--- src/rtl/mpp_mem_arbiter_pkg.sv ---
// Shared definitions for the two-requester memory arbiter: FSM encoding,
// wait-state limits and requester identifiers.
package mpp_mem_arbiter_pkg;

    // Access sequencing states.
    typedef enum logic [1:0] {
        StIdle   = 2'd0,
        StSetup  = 2'd1,
        StAccess = 2'd2,
        StDone   = 2'd3
    } state_e;

    // The wait-state down-counter is three bits wide, which caps WAIT_STATES.
    localparam int unsigned CntWidth      = 3;
    localparam int unsigned WaitStatesMax = 7;

    localparam int unsigned AddrWidth = 16;
    localparam int unsigned DataWidth = 8;

    // Requester identifiers as stored in the owner / last-served registers.
    localparam logic ReqM0 = 1'b0;
    localparam logic ReqM1 = 1'b1;

    // Round-robin pick between two requesters: on contention the one that was
    // not served last wins; a lone requester always wins.
    function automatic logic rr_pick(input logic req0, input logic req1, input logic last);
        logic winner;
        winner = ReqM0;
        if (req0 && req1) begin
            winner = ~last;
        end else if (req1) begin
            winner = ReqM1;
        end
        return winner;
    endfunction

endpackage

--- src/rtl/mpp_mem_arbiter.sv ---
// Two-requester round-robin arbiter in front of an asynchronous SRAM-style
// memory. Each access runs SETUP -> ACCESS (WAIT_STATES+1 cycles) -> DONE and
// completes from operands latched at grant time.
module mpp_mem_arbiter
    import mpp_mem_arbiter_pkg::*;
#(
    parameter int unsigned WAIT_STATES = 2
) (
    input  logic                 clk,
    input  logic                 rst,

    input  logic                 m0_req,
    input  logic                 m0_we,
    input  logic [AddrWidth-1:0] m0_addr,
    input  logic [DataWidth-1:0] m0_wdata,
    output logic                 m0_gnt,
    output logic                 m0_done,
    output logic [DataWidth-1:0] m0_rdata,

    input  logic                 m1_req,
    input  logic                 m1_we,
    input  logic [AddrWidth-1:0] m1_addr,
    input  logic [DataWidth-1:0] m1_wdata,
    output logic                 m1_gnt,
    output logic                 m1_done,
    output logic [DataWidth-1:0] m1_rdata,

    output logic                 mem_cs_n,
    output logic                 mem_we_n,
    output logic [AddrWidth-1:0] mem_addr,
    output logic [DataWidth-1:0] mem_wdata,
    input  logic [DataWidth-1:0] mem_rdata
);

    // Out-of-range parameter values saturate rather than wrap the counter.
    localparam int unsigned WaitEff =
        (WAIT_STATES > WaitStatesMax) ? WaitStatesMax : WAIT_STATES;
    localparam logic [CntWidth-1:0] WaitLoad = CntWidth'(WaitEff);

    state_e               state_q, state_d;
    logic                 owner_q, owner_d;   // requester owning the current access
    logic                 last_q,  last_d;    // requester served most recently
    logic                 we_q,    we_d;
    logic [AddrWidth-1:0] addr_q,  addr_d;
    logic [DataWidth-1:0] wdata_q, wdata_d;
    logic [CntWidth-1:0]  cnt_q,   cnt_d;
    logic [DataWidth-1:0] rdata0_q, rdata0_d;
    logic [DataWidth-1:0] rdata1_q, rdata1_d;
    logic                 winner;
    logic                 busy;

    // Round-robin winner among the current requests.
    always_comb begin
        winner = rr_pick(m0_req, m1_req, last_q);
    end

    // Next-state logic: grant and latch in IDLE, count wait states in ACCESS,
    // capture read data on the final ACCESS cycle.
    always_comb begin
        state_d  = state_q;
        owner_d  = owner_q;
        last_d   = last_q;
        we_d     = we_q;
        addr_d   = addr_q;
        wdata_d  = wdata_q;
        cnt_d    = cnt_q;
        rdata0_d = rdata0_q;
        rdata1_d = rdata1_q;

        unique case (state_q)
            StIdle: begin
                if (m0_req || m1_req) begin
                    state_d = StSetup;
                    owner_d = winner;
                    last_d  = winner;
                    if (winner == ReqM1) begin
                        we_d    = m1_we;
                        addr_d  = m1_addr;
                        wdata_d = m1_wdata;
                    end else begin
                        we_d    = m0_we;
                        addr_d  = m0_addr;
                        wdata_d = m0_wdata;
                    end
                end
            end
            StSetup: begin
                state_d = StAccess;
                cnt_d   = WaitLoad;
            end
            StAccess: begin
                if (cnt_q == '0) begin
                    state_d = StDone;
                    if (!we_q) begin
                        if (owner_q == ReqM1) begin
                            rdata1_d = mem_rdata;
                        end else begin
                            rdata0_d = mem_rdata;
                        end
                    end
                end else begin
                    cnt_d = cnt_q - 1'b1;
                end
            end
            StDone: begin
                state_d = StIdle;
            end
            default: begin
                state_d = StIdle;
            end
        endcase
    end

    // State and datapath registers with synchronous reset; reset also aborts
    // any access in flight.
    always_ff @(posedge clk) begin
        if (rst) begin
            state_q  <= StIdle;
            owner_q  <= ReqM0;
            last_q   <= ReqM1;   // so requester 0 wins the first contention
            we_q     <= 1'b0;
            addr_q   <= '0;
            wdata_q  <= '0;
            cnt_q    <= '0;
            rdata0_q <= '0;
            rdata1_q <= '0;
        end else begin
            state_q  <= state_d;
            owner_q  <= owner_d;
            last_q   <= last_d;
            we_q     <= we_d;
            addr_q   <= addr_d;
            wdata_q  <= wdata_d;
            cnt_q    <= cnt_d;
            rdata0_q <= rdata0_d;
            rdata1_q <= rdata1_d;
        end
    end

    // Outputs decoded from registered state only.
    assign busy      = (state_q != StIdle);
    assign m0_gnt    = busy && (owner_q == ReqM0);
    assign m1_gnt    = busy && (owner_q == ReqM1);
    assign m0_done   = (state_q == StDone) && (owner_q == ReqM0);
    assign m1_done   = (state_q == StDone) && (owner_q == ReqM1);
    assign m0_rdata  = rdata0_q;
    assign m1_rdata  = rdata1_q;
    assign mem_cs_n  = (state_q != StAccess);
    assign mem_we_n  = !((state_q == StAccess) && we_q);
    assign mem_addr  = addr_q;
    assign mem_wdata = wdata_q;

endmodule

--- config.mk ---
export PLATFORM = sky130hd
export DESIGN_NAME = mpp_mem_arbiter
export DESIGN_NICKNAME = d
export VERILOG_FILES = /design/src/rtl/mpp_mem_arbiter_pkg.sv /design/src/rtl/mpp_mem_arbiter.sv
export SDC_FILE = /design/constraint.sdc
export NUM_CORES = 1
export LEC_CHECK = 0
export ABC_AREA = 1
export CAP_MARGIN = 10
export CORE_MARGIN = 4
export CORE_UTILIZATION = 40
export CTS_CLUSTER_SIZE = 20
export DETAILED_ROUTE_END_ITERATION = 10
export HOLD_SLACK_MARGIN = 0.08
export PLACE_DENSITY = 0.81
export SLEW_MARGIN = 0
export SYNTH_ARGS = -nofsm -noshare
export SYNTH_HDL_FRONTEND = slang
export SYNTH_SLANG_ARGS = --single-unit
--- constraint.sdc ---
create_clock -name clk -period 1.9 [get_ports clk]
set_input_delay 0.19 -clock clk [delete_from_list [all_inputs] [get_ports clk]]
set_output_delay 0.19 -clock clk [all_outputs]
set_load 0.1 [all_outputs]
* Yosys cells after proc, flatten, opt, wreduce, memory -nomap -nowiden *
Index checks and enable logic that the tools add are counted.

operators by class
  $add $sub $neg = 1
  equal/unequal tests = 7
  mux-type cells = 10
  bitwise operators = 3
  reductions and logical operators = 17

operators by type and width
  kind                                                 number
  2-to-1 mux 16 bit                                    1
  2-to-1 mux 8 bit                                     1
  != test 2 bit, second input constant                 4
  one-hot mux 2 bit (4 select lines)                   1
  AND reduction 4 bit                                  2
  logical AND 1 bit                                    6
  one-hot mux 3 bit (2 select lines)                   1
  AND reduction 2 bit                                  3
  equality test 2 bit, second input constant           2
  2-to-1 mux 2 bit                                     2
  nonzero test 2 bit                                   2
  zero test 3 bit                                      1
  2-to-1 mux 1 bit                                     3
  2-to-1 mux 3 bit                                     1
  inverter 1 bit                                       3
  subtractor 3 x 1 -> 3 bit, second input constant     1
  equality test 2 x 1 -> 1 bit, second input constant  1
  zero test 2 bit                                      1
  zero test 1 bit                                      1
  logical OR 1 bit                                     1

storage, ports and cells
  register bits = 48
  input port bits = 62
  output and inout bits = 46
  word-level logic and storage cells = 47

* Longest topological paths before layout *
Gate-level depths: netlist (run 1).

  depth in word-level cells = 3
  gate-level depth with buffers = 9
  depth with buffers taken out = 9

* Worst setup path before layout (run 1) *
Ideal clock, no wire load.

  path kind = flip-flop to output port
  from = register state_q[0]
  to = output m1_gnt
  data arrival time = 1.964 ns
  required time = 1.710 ns
  slack = -0.254 ns
  cell stages (with the launch flop) = 4
  path buffers = 0
  path through = dfxtp_1 -> inv_1 -> ha_1 -> nor2_1

between the ends
  word-level cells in the longest chain between the ends = 2

ends and longest elaborated chain
  item                    line                    RTL
  from (decl)             mpp_mem_arbiter.sv:40   state_e state_q, state_d;
  from (signal assigned)  mpp_mem_arbiter.sv:118  state_q <= StIdle;
  from (signal assigned)  mpp_mem_arbiter.sv:128  state_q <= state_d;
  nonzero test 2 bit      mpp_mem_arbiter.sv:141  assign busy = (state_q != StIdle);
  logical AND 1 bit       mpp_mem_arbiter.sv:143  assign m1_gnt = busy && (owner_q == ReqM1);
  to (decl)               mpp_mem_arbiter.sv:24   output logic m1_gnt,

Every way passes these cells.

* Worst setup path after layout (run 1) *
  from = register state_q[1]
  to = output m1_gnt

The elaborated chain is that of the path after synthesis.

==> results of run 1 <==
## power groups by stage
stage	combinational [W]	clock [W]	sequential [W]
floorplan	0.00142	0	0.00309
global placement	0.00385	0	0.00150
detailed placement	0.00391	0	0.00151
CTS	0.00392	0.000544	0.00149
global route	0.00415	0.000579	0.00153
finish	0.00389	0.000525	0.00149
## stage by stage
step           worst slack (ns)  power, W
4_1_cts                   0.196   0.00595
5_1_grt                   0.139   0.00626
3_3_place_gp              0.275   0.00535
6_report                  0.214   0.00590
3_5_place_dp              0.221   0.00542
2_1_floorplan             0.189   0.00452
## critical path: cells and delay by family (launching register included)
| kind | cells | cell delay (ns) |
|---|---|---|
| fa+ha+maj | 1 | 0.21 |
| simple gates | 1 | 0.15 |
| flops | 1 | 0.41 |
| buf+inv | 3 | 0.45 |
## routing by layer
metal	track usage (%)	wire [um]
met2	26.4	2640
met1	19.2	2500
met5	0	0
met3	5.92	588
met4	5.90	140
## cells in the final DEF, fill, tap and decap left out
cell / count
buf_4: 44
clkbuf_8: 5
nand3_1: 4
inv_2: 1
o21ai_0: 12
a21oi_1: 5
buf_12: 9
nand2_1: 74
nor3_4: 1
inv_1: 50
and2_1: 1
nor2_8: 1
nor2_2: 4
nand4_1: 8
nor2_1: 112
o21ai_1: 25
ha_1: 7
clkdlybuf4s50_1: 61
dfxtp_1: 48
## cell type report
cell class / instances / area (um^2) / share of cell area [%]
Timing Repair Buffer: 114 / 1120 / 31.4
Multi-Input combinational cell: 254 / 1130 / 31.8
Clock buffer: 5 / 68.8 / 1.93
Inverter: 51 / 191 / 5.37
Sequential cell: 48 / 961 / 26.9
Tap cell: 72 / 90.1 / 2.53
## synth_stat cells (2+ instances only)
master and instances:
a21oi_1 5, buf_1 2, buf_2 7, buf_6 5, clkbuf_1 2, dfxtp_1 48, ha_1 7, inv_1 50
nand2_1 74, nand3_1 4, nand4_1 8, nor2_1 115, o21ai_0 12, o21ai_1 25
## kinds of logic (layout without fill, tap and decap cells)
family	after synthesis	after routing	synth area share, %
AOI/OAI and AO/OA	42	42	8.81
adders and majority gates	7	7	3.67
and+or+nand+nor	205	205	34.7
DFF	48	48	40.3
buffers and inverters	67	170	12.5
## path summary, 6_finish.rpt
path | startpoint | end | slack [ns] | cells after the start
min reg2reg | cnt_q[1] | cnt_q[1] | 0.47 | 2
min | cnt_q[1] | cnt_q[1] | 0.47 | 2
max | state_q[1] | m1_gnt | 0.21 | 5
max reg2reg | state_q[0] | mem_wdata[2] | 0.31 | 8
## state kept, by name (all words and copies together) (netlist names)
signal / flops
owner_q: 1
last_q: 1
state_q: 2
mem_wdata: 8
mem_addr: 16
m0_rdata: 8
m1_rdata: 8
cnt_q: 3
we_q: 1
==> impl_results.md, run 1 <==
- Hold_buf cts: 0
- First-pass GRT wire length: 9780 um
- Yosys top cell by area: dfxtp_1
- Seq/Total Area, Yosys: 40.3%
- Fillers: 543
- Syn_nets: 438
- DP Area: ~3500 um^2
- RSZ-0062 raised after global routing: false
- Worst Max-Slew Pin Slew: 0.413 ns
- Die Span Y: approximately 85 um
- Internal Power: 0.00257 W
- P_sw: 0.00334 W
- Non-Filler Instances: ~540
- CP Cell Sequence: inv_1, ha_1, buf_4, nor2_2, buf_12
- Ys async rst share: 0%
- Clock tree from TritonCTS: done
- Post-DP HPWL: 4730 um
- Vias in the first global route: 2,293
- Slowest CP cell: dfxtp_1
- Post-Synthesis Cells: approximately 370
- Critical path arrival: 1.50 ns
- Die area: 7260 um^2
- TritonRoute pass-1 iters: 4
- Area delta synth->final: 49.5%
- Worst Hold Class: reg -> reg
- Startpoint types: flip-flop
- Req. time, crit path: 1.71 ns
- Routed Antenna Nets: 0
- Clk_lat worst skew: about 0.28 ns
- Clock skew: 0.00380 ns
- Global route overflow: 0
- Synth Flop Type: dfxtp_1
- N_diodes: 0
- Post-CTS Setup Repair Bufs: 0
- Total number of vias: roughly 2,500
- Min Tclk post-route: 1.69 ns
- Final Cell Area: 3570 um^2
- Core area: 5640 um^2
- TNS Setup: 0 ns
- Root Driver: clkbuf_8
- Final Cycle Share: 88.7%
- Antenna violations before repair: 0
- Nets: approximately 540
- CP Capture Type: output pin
- Iteration-0 DRC Markers: 49
- Post-synth EDFFs: 0
- Register bit total from synthesis: 48
- Maximum VDD drop: 0.000994 V
- Slew Viols, Final: 0
- Gr usage total: 16.1%
- Sink Count: 48
- Net switching share of the total power: 56.5%
- Final setup fails: 0
- Number of synthesis warnings: 0
- Final Hold Violating Endpoints: 0
- Num CTS Buffers: 5
- Dpl cells: 539
- # H-tree levels: 2
- Crit Path Class: reg -> out
- Area contributors post-synth: dfxtp_1 40%, nor2_1 18%, nand2_1 12%
- Synth unique cells: 19
- Mean Syn Cell Area: 6.46 um^2
- Final Core Density: between 60 and 70%
- Fmax: 593 MHz
- Max_slew headroom: 72.2%
- # IOs: approximately 110
- Input/output buffers: ~110
- Sequential share of power: 25.2%
- Crit-path max FO: 6
- Pwr/cell area: 1660 nW/um^2
- CP max stage delay: slightly above 0.4 ns
- Largest net degree at the start of global routing: 51
- Layout cell share with drive strength beyond 1: between 10 and 15%
- Rows: 27
- Worst-path clk slew: around 0.08 ns
- Post-synth top area share: 40.3%
- Status: complete, no violations
- Post-route DRC: 0
- GPL Wtd Cong: 0.783
- Die width: ~85 um
- Initial Utilization: 42.3%
- PostCTS Resize Cnt: 0
- Max_cap viols: 0
- Netlist Area Pre-Place: 2380 um^2
- Maximum clock insertion buffer count: 2
- Combinational power share: 65.9%
- Hold WS: around 0.47 ns
- P_leak: 1.79 nW
- Clk pwr share: just under 9%
- Routed WL: slightly below 6000 um
- Drt wl/cell: between 10 and 15 um
- Via-per-instance ratio: 4.52
Note: power is estimated with default switching activity, not from simulation.
==> run 2, diff against run 1 <==
Settings changed: PLACE_DENSITY 0.81 to 0.78.
==> run 2 against run 1 <==
Compared with the run above:
- sequential cell count is the same
- sequential power is essentially flat
- global-route usage grew 0.86 points
- clock skew grew 0.0014 ns
- critical endpoint unchanged
==> impl_results.md, run 2 (synthesized netlist as in run 1, its figures left out) <==
- Clock tree from TritonCTS: done (unchanged)
- Final setup fails: 0 (unchanged)
- CP Capture Type: output pin (unchanged)
- Worst Max-Slew Pin Slew: 0.530 ns (was 0.413 ns)
- Crit-path max FO: 6 (unchanged)
- Min Tclk post-route: 1.71 ns (was 1.69 ns)
- Commonest non-fill, non-tap cell in the layout: nor2_1 (unchanged)
- TNS Setup: 0 ns (unchanged)
- # IOs: 108 (unchanged)
- Gr usage total: 16.9% (was 16.1%)
- Max_cap viols: 0 (unchanged)
- Largest net degree at the start of global routing: 37 (was 51)
- Nets: 544 (was 543)
- Input/output buffers: 107 (unchanged)
- Maximum clock insertion buffer count: 2 (unchanged)
- Max_slew headroom: 64.3% (was 72.2%)
- TritonRoute pass-1 iters: 4 (unchanged)
- Area delta synth->final: 51.2% (was 49.5%)
- Pwr/cell area: 1710 nW/um^2 (was 1660 nW/um^2)
- N_diodes: 0 (unchanged)
- Initial Utilization: 42.3% (unchanged)
- Clock skew: 0.00517 ns (was 0.00380 ns)
- Die width: 85.2 um (unchanged)
- First-pass GRT wire length: 10,300 um (was 9780 um)
- Routed WL: 6080 um (was 5870 um)
- Sink Count: 48 (unchanged)
- Antenna violations before repair: 0 (unchanged)
- Global route overflow: 0 (unchanged)
- Fillers: 524 (was 543)
- Vias in the first global route: 2,486 (was 2,293)
- Worst-path clk slew: 0.09 ns (was 0.08 ns)
- Final Hold Violating Endpoints: 0 (unchanged)
- Clk_lat worst skew: 0.30 ns (was 0.28 ns)
- PostCTS Resize Cnt: 0 (unchanged)
- Routed Antenna Nets: 0 (unchanged)
- Core area: 5640 um^2 (unchanged)
- Fmax: 585 MHz (was 593 MHz)
- Post-DP HPWL: 4780 um (was 4730 um)
- Via-per-instance ratio: 4.57 (was 4.52)
- Reg area: 961 um^2 (unchanged)
- RSZ-0062 raised after global routing: false (unchanged)
- Final Cycle Share: 89.9% (was 88.7%)
- Rows: 27 (unchanged)
- Layout cell share with drive strength beyond 1: 14.5% (was 13.8%)
- Hold_buf cts: 0 (unchanged)
- Startpoint types: flip-flop (unchanged)
- GPL Wtd Cong: 0.802 (was 0.783)
- Req. time, crit path: 1.71 ns (about the same)
- P_leak: 1.81 nW (was 1.79 nW)
- # H-tree levels: 2 (unchanged)
- Max FFs per register: 16 (unchanged)
- Die Span Y: 85.2 um (unchanged)
- Post-CTS Setup Repair Bufs: 0 (unchanged)
- Slew Viols, Final: 0 (unchanged)
- Drt wl/cell: 11.1 um (was 10.8 um)
- Die area: 7260 um^2 (unchanged)
- Worst Hold Class: reg -> reg (unchanged)
- Critical path arrival: 1.52 ns (was 1.50 ns)
- Non-Filler Instances: 548 (was 544)
- Status: complete, no violations (unchanged)
- Post-route DRC: 0 (unchanged)
- Area of the multi-input gates: 1130 um^2 (unchanged)
- Num CTS Buffers: 5 (unchanged)
- Crit Path Class: reg -> out (unchanged)
- Iteration-0 DRC Markers: 86 (was 49)
- Maximum VDD drop: 0.00105 V (was 0.000994 V)
- Commonest cells after routing, fill and taps aside: 112 x nor2_1, 74 x nand2_1, 61 x clkdlybuf4s50_1 (unchanged)
- Root Driver: clkbuf_8 (unchanged)
- Total number of vias: 2,506 (was 2,458)
- Dpl cells: 540 (was 539)
[run 2: changes by cell type in the layout (fill, tap and decap cells not counted)]
cell / delta
buf_4: +3
buf_12: -2
clkbuf_8: +2
bufinv_16: +1
[run 2: routing by layer]
layer  vias up  global-route usage (%)  part of all wire (%)
met5         -                       0                     0
met4         0                    5.04                  0.59
met3         4                    5.83                   8.7
met2        88                    30.8                    49
met1      1085                    18.4                    41
li1       1329                       -                     -
[run 2: cell type report]
class,instances,area share [%]
Timing Repair Buffer,115,30.6
Clock inverter,1,0.833
Sequential cell,48,26.6
Inverter,51,5.31
Clock buffer,7,2.67
Tap cell,72,2.50
Multi-Input combinational cell,254,31.4
[run 2: per-stage QoR]
stage / utilization, % / hold slack (ns) / total power (W) / setup slack, ns / area, um^2
after floorplan: - / 0.259 / 0.00452 / 0.189 / 2390
after global placement: 61.7 / 0.448 / 0.00531 / 0.278 / 3480
after detailed placement: 61.7 / 0.452 / 0.00538 / 0.195 / 3480
after CTS: 63.9 / 0.470 / 0.00620 / 0.172 / 3610
after global routing: 63.9 / 0.493 / 0.00649 / 0.119 / 3610
final: 63.9 / 0.466 / 0.00616 / 0.191 / 3610
[run 2: path summary, 6_finish.rpt]
check / from / end / slack [ns] / cells past startpoint
worst max-delay path: state_q[1] / m1_gnt / 0.19 / 5
worst min-delay path: cnt_q[1] / cnt_q[1] / 0.47 / 2
worst max register to register: state_q[0] / mem_addr[2] / 0.29 / 8
worst min register to register: cnt_q[1] / cnt_q[1] / 0.47 / 2
[run 2: power breakdown]
part	switching, W	internal (W)
registers	0.000183	0.00130
clock network	0.000334	0.000464
logic	0.00287	0.000999
total	0.00339	0.00277
[run 2: critical path, stage by stage (launching register included)]
cell and delay [ns]:
dfxtp_1 0.41, inv_1 0.09, ha_1 0.22, buf_4 0.17, nor2_2 0.15, buf_12 0.19
==> run 3, diff against run 2 <==
Settings changed: CTS_BUF_LIST set to sky130_fd_sc_hd__clkbuf_8.
Clock period 1.9 ns to 2 ns, I/O delays scaled along.
==> run 3 against run 2 <==
Compared with the run above:
- sequential power decreased by 5%
- worst setup slack improved by 0.063 ns
- die area unchanged
- final cell count decreased by 0.73%
- sequential share of layout area increased by 0.54 points
- non-clock buffer count decreased by 3
- global-route usage decreased by 0.43 points
- sequential cell count unchanged
- critical path depth increased by 3
- largest cell class unchanged
==> impl_results.md, run 3 (synthesized netlist as in run 1, its figures left out) <==
- Status: complete, no violations (unchanged)
- CP most frequent cell: nor2_1
- P_leak: 1.78 nW (was 1.81 nW)
- Post-CTS Setup Repair Bufs: 0 (unchanged)
- Worst setup margin: 0.254 ns (was 0.191 ns)
- Clk pwr share: 9.5% (was 13.0%)
- Maximum VDD drop: 0.00102 V (was 0.00105 V)
- Combinational power share: 65.3% (was 62.9%)
- Sink Count: 48 (unchanged)
- RSZ-0062 raised after global routing: false (unchanged)
- Vias in the first global route: 2,343 (was 2,486)
- Pwr/cell area: 1580 nW/um^2 (was 1710 nW/um^2)
- # IOs: 108 (unchanged)
- Post-DP HPWL: 4780 um (about the same)
- Commonest non-fill, non-tap cell in the layout: nor2_1 (unchanged)
- Final setup fails: 0 (unchanged)
- Core area: 5640 um^2 (unchanged)
- Commonest cells after routing, fill and taps aside: 112 x nor2_1, 74 x nand2_1, 61 x clkdlybuf4s50_1 (unchanged)
- Rows: 27 (unchanged)
- Crit-path max FO: 30 (was 6)
- Req. time, crit path: 2.19 ns (was 1.71 ns)
- Fillers: 539 (was 524)
- Critical path arrival: 1.93 ns (was 1.52 ns)
- Maximum clock insertion buffer count: 2 (unchanged)
- Pre-CTS WS: 0.251 ns (was 0.195 ns)
- Startpoint types: flip-flop (unchanged)
- CP max stage delay: 0.34 ns (was 0.41 ns)
- Internal Power: 0.00240 W (was 0.00277 W)
- Largest net degree at the start of global routing: 37 (unchanged)
- Clock skew: 0.00258 ns (was 0.00517 ns)
- Max_slew headroom: 68.5% (was 64.3%)
- GPL Wtd Cong: 0.780 (was 0.802)
- Area delta synth->final: 48.2% (was 51.2%)
- Slowest CP cell: dfxtp_1 (unchanged)
- CP Cell Sequence: inv_1, ha_1, inv_2, nor2_8, buf_12, nand2_1, nor2_1, nor2_1 (was inv_1, ha_1, buf_4, nor2_2, buf_12)
- Reg area: 961 um^2 (unchanged)
- Via-per-instance ratio: 4.53 (was 4.57)
- Sequential share of power: 25.2% (was 24.1%)
- Num CTS Buffers: 5 (unchanged)
- Drt wl/cell: 11.0 um (was 11.1 um)
- Slew Viols, Final: 0 (unchanged)
- Post-route DRC: 0 (unchanged)
- Final Hold Violating Endpoints: 0 (unchanged)
- Net switching share of the total power: 56.9% (was 55.1%)
- Final Core Density: 62.7% (was 63.9%)
- Initial Utilization: 42.3% (unchanged)
- Nets: 541 (was 544)
- Antenna violations before repair: 0 (unchanged)
- TritonRoute pass-1 iters: 4 (unchanged)
- Root Driver: clkbuf_8 (unchanged)
- Min Tclk post-route: about 1.7 ns
- Routed WL: 5960 um (was 6080 um)
- Global route overflow: 0 (unchanged)
- TNS Setup: 0 ns (unchanged)
- Die Span Y: 85.2 um (unchanged)
- Die width: 85.2 um (unchanged)
- Crit Path Class: reg -> reg (was reg -> out)
- Max FFs per register: 16 (unchanged)
- N_diodes: 0 (unchanged)
- Input/output buffers: 107 (unchanged)
- Hold_buf cts: 0 (unchanged)
- # H-tree levels: 2 (unchanged)
- Clock tree from TritonCTS: done (unchanged)
- Final Power: 0.00557 W (was 0.00616 W)
- P_sw: 0.00317 W (was 0.00339 W)
- Max_cap viols: 0 (unchanged)
- Worst-path clk slew: 0.08 ns (was 0.09 ns)
- Die area: 7260 um^2 (unchanged)
- Clk_lat worst skew: 0.29 ns (was 0.30 ns)
- PostCTS Resize Cnt: 0 (unchanged)
- Fmax: roughly 570 MHz
- Routed Antenna Nets: 0 (unchanged)
- Area of the multi-input gates: 1130 um^2 (unchanged)
- CP Capture Type: flip-flop (was output pin)
- First-pass GRT wire length: 9980 um (was 10,300 um)
- Iteration-0 DRC Markers: 63 (was 86)
- Total number of vias: 2,467 (was 2,506)
- Gr usage total: 16.5% (was 16.9%)
- Hold WS: 0.460 ns (was 0.466 ns)
- Layout cell share with drive strength beyond 1: 13.6% (was 14.5%)
- Final Cycle Share: 87.3%
- Worst Max-Slew Pin Slew: 0.468 ns (was 0.530 ns)
- Worst Hold Class: reg -> reg (unchanged)
-- run 3: cell count changes in the layout (fill, tap and decap cells not counted), sizes merged --
| cell | change |
|---|---|
| bufinv | -1 |
| inv | +1 |
| clkinv | +1 |
| buf | -3 |
| clkbuf | -2 |
-- run 3: metrics by stage --
stage	instances	area, um^2
2_1_floorplan	369	2390
3_3_place_gp	537	3460
3_5_place_dp	537	3460
4_1_cts	544	3530
5_1_grt	544	3530
6_report	544	3530
-- run 3: final timing paths --
path / from / to / slack (ns) / cells past startpoint
setup / recovery: state_q[0] / mem_addr[5] / 0.25 / 8
setup reg to reg: state_q[0] / mem_addr[5] / 0.25 / 8
hold reg to reg: cnt_q[1] / cnt_q[1] / 0.46 / 2
hold / removal: cnt_q[1] / cnt_q[1] / 0.46 / 2
-- run 3: power by group through the flow --
stage | Sequential [W] | Combinational, W | Clock [W]
2_1_floorplan | 0.00294 | 0.00135 | 0
3_3_place_gp | 0.00142 | 0.00362 | 0
3_5_place_dp | 0.00143 | 0.00367 | 0
4_1_cts | 0.00141 | 0.00367 | 0.000552
5_1_grt | 0.00144 | 0.00391 | 0.000588
6_report | 0.00141 | 0.00364 | 0.000530
-- run 3: area by class of cell --
class,count,share of cell area (%)
Clock inverter,2,0.248
Clock buffer,5,1.95
Timing Repair Buffer,112,30.6
Inverter,51,5.42
Multi-Input combinational cell,254,32.1
Sequential cell,48,27.2
Tap cell,72,2.55
-- run 3: worst max-delay path, delay by kind of cell (launching register included) --
family	cells	cell delay (ns)
simple gates	4	0.52
fa+ha+maj	1	0.33
flops	1	0.34
buf+inv	3	0.45
-- run 3: per-layer routing --
| layer | routed length [um] | track usage [%] |
|---|---|---|
| met1 | 2420 | 18.2 |
| met2 | 2880 | 30.3 |
| met3 | 607 | 5.53 |
| met4 | 53 | 4.03 |
| met5 | 0 | 0 |
